--- src/rtl/timer_counter.sv ---
// Memory-mapped countdown timer: CTRL/PRESET/COUNT registers, 4-state count FSM,
// one-shot or auto-reload expiry with a maskable interrupt request.
module timer_counter (
  input  logic        clk,
  input  logic        reset,
  input  logic [31:2] addr,
  input  logic        we,
  input  logic [31:0] din,
  output logic [31:0] dout,
  output logic        irq
);

  typedef enum logic [1:0] {IDLE, LOAD, CNT, INT} state_t;

  state_t      state;
  logic [31:0] ctrl;
  logic [31:0] preset;
  logic [31:0] count;
  logic        flag;

  logic [31:0] ctrl_d;
  logic        flag_d;
  logic        ctrl_wr;
  logic        preset_wr;
  logic        auto_mode;
  logic        expire;
  logic        unused_addr;

  assign ctrl_wr     = we && (addr[3:2] == 2'd0);
  assign preset_wr   = we && (addr[3:2] == 2'd1);
  assign auto_mode   = (ctrl[2:1] == 2'b01);
  assign expire      = (state == CNT) && ctrl[0] && (count <= 32'd1);
  assign unused_addr = ^addr[31:4];

  // A CPU write to CTRL overrides the one-shot EN clear issued from INT.
  always_comb begin
    ctrl_d = ctrl;
    if ((state == INT) && !auto_mode)
      ctrl_d[0] = 1'b0;
    if (ctrl_wr)
      ctrl_d = {28'd0, din[3:0]};
  end

  // Expiry sets the flag even if a CTRL write would clear it in the same cycle.
  always_comb begin
    flag_d = flag;
    if (ctrl_wr || ((state == INT) && auto_mode))
      flag_d = 1'b0;
    if (expire)
      flag_d = 1'b1;
  end

  always_ff @(posedge clk or negedge reset) begin
    if (!reset) begin
      state  <= IDLE;
      ctrl   <= 32'd0;
      preset <= 32'd0;
      count  <= 32'd0;
      flag   <= 1'b0;
      irq    <= 1'b0;
    end else begin
      ctrl <= ctrl_d;
      flag <= flag_d;
      irq  <= flag_d & ctrl_d[3];
      if (preset_wr)
        preset <= din;
      case (state)
        IDLE: if (ctrl[0]) state <= LOAD;
        LOAD: begin
          count <= preset;
          state <= CNT;
        end
        CNT: begin
          if (!ctrl[0]) begin
            state <= IDLE;
          end else if (count > 32'd1) begin
            count <= count - 32'd1;
          end else begin
            count <= 32'd0;
            state <= INT;
          end
        end
        INT:     state <= IDLE;
        default: state <= IDLE;
      endcase
    end
  end

  always_comb begin
    case (addr[3:2])
      2'd0:    dout = ctrl;
      2'd1:    dout = preset;
      2'd2:    dout = count;
      default: dout = 32'd0;
    endcase
  end

endmodule

--- config.mk ---
export PLATFORM = sky130hd
export DESIGN_NAME = timer_counter
export DESIGN_NICKNAME = d
export VERILOG_FILES = /design/src/rtl/timer_counter.sv
export SDC_FILE = /design/constraint.sdc
export NUM_CORES = 1
export LEC_CHECK = 0
export CAP_MARGIN = 40
export CORE_MARGIN = 8
export CORE_UTILIZATION = 55
export CTS_BUF_LIST = sky130_fd_sc_hd__clkbuf_2 sky130_fd_sc_hd__clkbuf_4 sky130_fd_sc_hd__clkbuf_8
export CTS_CLUSTER_SIZE = 20
export DETAILED_ROUTE_END_ITERATION = 12
export GPL_ROUTABILITY_DRIVEN = 0
export PLACE_DENSITY = 0.89
export SYNTH_ARGS = -nofsm -noshare
export SYNTH_HDL_FRONTEND = slang
export SYNTH_SLANG_ARGS = --single-unit
export TNS_END_PERCENT = 50
--- constraint.sdc ---
create_clock -name clk -period 6.97 [get_ports clk]
set_clock_uncertainty 0.2 [all_clocks]
set_input_delay 0.697 -clock clk [delete_from_list [all_inputs] [get_ports clk]]
set_output_delay 0.697 -clock clk [all_outputs]
set_load 0.005 [all_outputs]
==> flow_metrics.tcl <==
set metrics [dict create \
    outcome "completed" \
    yosysSeqAreaShare_pct 46.02 \
    clk_transition_reported_paths_ns 0.07 \
    num-nets-final 520 \
    area_share_of_and_or_nand_nor_cells_after_synthesis_pct 19.08 \
    numClockSinks 72 \
    avgSynthCellArea_sq_um 10.12 \
    sw_frac_of_total_pct 39.26 \
    synth-seq-cells 72 \
    post_cts_hold_buffer_count 0 \
    number_of_buffers_on_the_longest_clock_path 2 \
    floorplan.initialDensity_pct 57.31 \
    crit_path_cell_trace "clkdlybuf4s50_1 -> nor2b_2 -> buf_4 -> nand2_1 -> o21ai_0 -> clkdlybuf4s50_1" \
    critical-path-slowest-cell "sky130_fd_sc_hd__nor2b_2" \
    clock_insertion_delay_worst_skew_ns 0.34 \
    yosys.area.top_type_share_pct 46.02 \
    cts_tree "yes" \
    launching_element_type_of_the_critical_path "primary input" \
    layout_min_cycle_time_ns 3.950 \
    most_used_dff_post_synth "sky130_fd_sc_hd__dfrtp_1" \
    synth_xor_area_share_pct 0 \
    area_delta_synth_final_pct 24.64 \
    worst_tran_pin_value_ns 0.8375 \
    timing_hold_violations_final 0 \
    drive_gt1_share_pct 15.13 \
    timing.hold.ws_ns 0.1450 \
    die-area_sq_um 10070 \
    cp_common_cell "sky130_fd_sc_hd__clkdlybuf4s50_1" \
    max_freq_ghz 0.2532 \
    final.period_utilization_pct 56.67 \
    max_cap_viol_count 0 \
    routed_wirelength_mm 10.46 \
    critPathTopFamily "buffers and inverters" \
    synth_top_family_by_area "compound AO/OA/AOI/OAI gates" \
    synthMostInstantiatedCell "sky130_fd_sc_hd__dfrtp_1" \
    synth.top_cells.by_count "sky130_fd_sc_hd__dfrtp_1 (72), sky130_fd_sc_hd__nand2_1 (35), sky130_fd_sc_hd__mux2_2 (34), sky130_fd_sc_hd__a22o_1 (28), sky130_fd_sc_hd__nand3_1 (24)" \
    cts_root_buffer "sky130_fd_sc_hd__clkbuf_8" \
    synthesis.instances 387 \
    clkPwrFrac_pct 17.1 \
    setup_crit_path_kind "primary input to output port" \
    syn_area_sq_um 3915 \
    cellLeakagePower_nw 1.962 \
    synth_top_cell_by_area "sky130_fd_sc_hd__dfrtp_1" \
    grt_max_degree 48 \
    post_synth_mux_area_share_pct 10.80 \
    timing.critical_path.from "addr[2]" \
    p_int_mw 1.040 \
    post_synth_edffs 0 \
    grt_util_all_layers_pct 22.27 \
    drt-vias-per-instance 6.495 \
    cts.repair_timing.setup_buffer_count 0 \
    initial_antenna_violation_count 0 \
    port_buffers 69 \
    power_density_nw_per_um2 350.7 \
    dr_total_vias 3585 \
    peakVddDrop_mv 0.1810 \
    setup_viol 0 \
    ff_to_ff_start "count[12]" \
    drtAntennaViolNets 0 \
    crit_path_max_fanout 18 \
    min-delay-path-class "primary input to asynchronous set/reset pin" \
    slew_violations 0 \
    synth_compound_area_share_pct 20.10 \
    cts_htree_levels 3 \
    route.detailed.drc 0 \
    timing.critical_path.to_type "output port" \
    global_route.overflow_total 0 \
    drtIter0Drc 415 \
    postSynthNetCount 454 \
    r2r_end "count[8]" \
    grt_first_pass_wirelength_mm 18.11 \
    cp_num_buf_inv 3 \
    yosys_warnings 0 \
    row_count 30 \
    synth_fa_ha_area_share_pct 0.6392 \
    drtPass1Iterations 6 \
    net-switching-power_mw 0.6719 \
    numCtsBuffers 9 \
    design.portCount 98 \
    dieWidth_um 100.4 \
    total_negative_setup_slack_ns 0 \
    layout.core_utilization_pct 71.43 \
    synth_top_cells_by_area "sky130_fd_sc_hd__dfrtp_1 (46%), sky130_fd_sc_hd__mux2_2 (9.8%), sky130_fd_sc_hd__a22o_1 (6.3%), sky130_fd_sc_hd__nand2_1 (3.4%), sky130_fd_sc_hd__nand3_1 (3.1%)" \
    setup.reg_to_reg.worst_slack_ns 4.01 \
    async_reset_ff_share_pct 100.0 \
    max-slew-margin-rel_pct 43.74 \
    yosysUniqueCellTypes 43 \
    seq_power_share_pct 43.8 \
    core_sq_um 6832 \
    cpPeakStageDelay_ns 0.64 \
    die_height_um 100.4 \
    number_of_global_route_vias_before_repair 3588 \
    wl_per_cell_um 18.95 \
    comb_power_share_pct 39.1 \
    timing.critical_path.required_ns 6.07 \
    critPathArrivalTime_ns 3.05 \
    num_antenna_cells 0 \
    dp.final_hpwl_mm 7.328 \
    reg2reg_depth 7 \
    grt_setup_unrepaired "no" \
    number_of_gates_given_a_new_drive_strength_after_cts 0 \
]
## cell usage in the layout (no fill, tap or decap), types with 8 or more instances in the layout
cell	count
sky130_fd_sc_hd__clkdlybuf4s50_1	68
sky130_fd_sc_hd__mux2_2	34
sky130_fd_sc_hd__a21oi_1	17
sky130_fd_sc_hd__clkbuf_8	10
sky130_fd_sc_hd__o311ai_1	8
sky130_fd_sc_hd__o211ai_1	14
sky130_fd_sc_hd__o21ai_0	11
sky130_fd_sc_hd__and3_1	8
sky130_fd_sc_hd__a22o_1	28
sky130_fd_sc_hd__nor2_1	17
sky130_fd_sc_hd__nand2_1	35
sky130_fd_sc_hd__nand3_1	24
sky130_fd_sc_hd__dfrtp_1	72
sky130_fd_sc_hd__nor3_1	9
sky130_fd_sc_hd__or3_1	10
sky130_fd_sc_hd__a22oi_1	12
## registers in the layout, indices dropped and copies added (netlist names)
signal and flops:
count 32, ctrl 4, flag 1, irq 1
preset 32, state 2
## worst register-to-register path: stages (launching register included)
cell and delay (ns):
sky130_fd_sc_hd__dfrtp_1 0.46, sky130_fd_sc_hd__nor4_1 0.57, sky130_fd_sc_hd__nand4_1 0.38, sky130_fd_sc_hd__nor4_4 0.49, sky130_fd_sc_hd__nor3b_2 0.09, sky130_fd_sc_hd__buf_4 0.24, sky130_fd_sc_hd__o311ai_0 0.16, sky130_fd_sc_hd__o311ai_0 0.22
## cells by family (layout without fill, tap and decap cells)
family / Yosys count / in the layout
and+or+nand+nor: 139 / 139
AOI/OAI and AO/OA: 107 / 107
adders and majority gates: 2 / 2
buffers and inverters: 29 / 98
muxes: 38 / 38
DFF: 72 / 72
## metal layers
metal / up-vias / share of wire [%] / GRT usage [%]
li1: 1616 / - / -
met1: 1751 / 42 / 28.31
met2: 198 / 48 / 34.87
met3: 20 / 9.1 / 5.675
met4: 0 / 1.4 / 9.884
met5: - / 0 / 0
## power by group through the flow
stage | logic, mW | registers (mW) | clock network, mW
2_1_floorplan | 0.480 | 0.679 | 0
3_3_place_gp | 0.634 | 0.735 | 0
3_5_place_dp | 0.659 | 0.747 | 0
4_1_cts | 0.665 | 0.742 | 0.295
5_1_grt | 0.741 | 0.775 | 0.311
6_report | 0.670 | 0.749 | 0.292
## how the worst max path moves through the flow
stage          endpoint  slack, ns  depth (start not counted)
2_1_floorplan  dout[10]       4.19                          5
3_3_place_gp   dout[21]       2.82                          4
3_5_place_dp    dout[0]       3.01                          6
4_1_cts         dout[0]       3.04                          6
5_1_grt         dout[0]       2.89                          6
6_report        dout[0]       3.02                          6
## area by class of cell
class / instances / area [sq um]
Inverter: 6 / 22.52
Multi-Input combinational cell: 286 / 1989
Timing Repair Buffer: 78 / 780.7
Fill cell: 546 / 1952
Tap cell: 96 / 120.1
Sequential cell: 72 / 1802
Clock buffer: 13 / 160.2
Clock inverter: 1 / 5.005
## stage by stage
stage	cells	area (sq um)	setup WS [ns]	power (mW)
after floorplan	387	3915	4.190	1.159
after global placement	536	4672	2.820	1.370
after detailed placement	538	4715	3.007	1.406
after CTS	552	4880	3.039	1.702
after global routing	552	4880	2.889	1.827
final	552	4880	3.020	1.711
(Power assumes the default switching activity.)
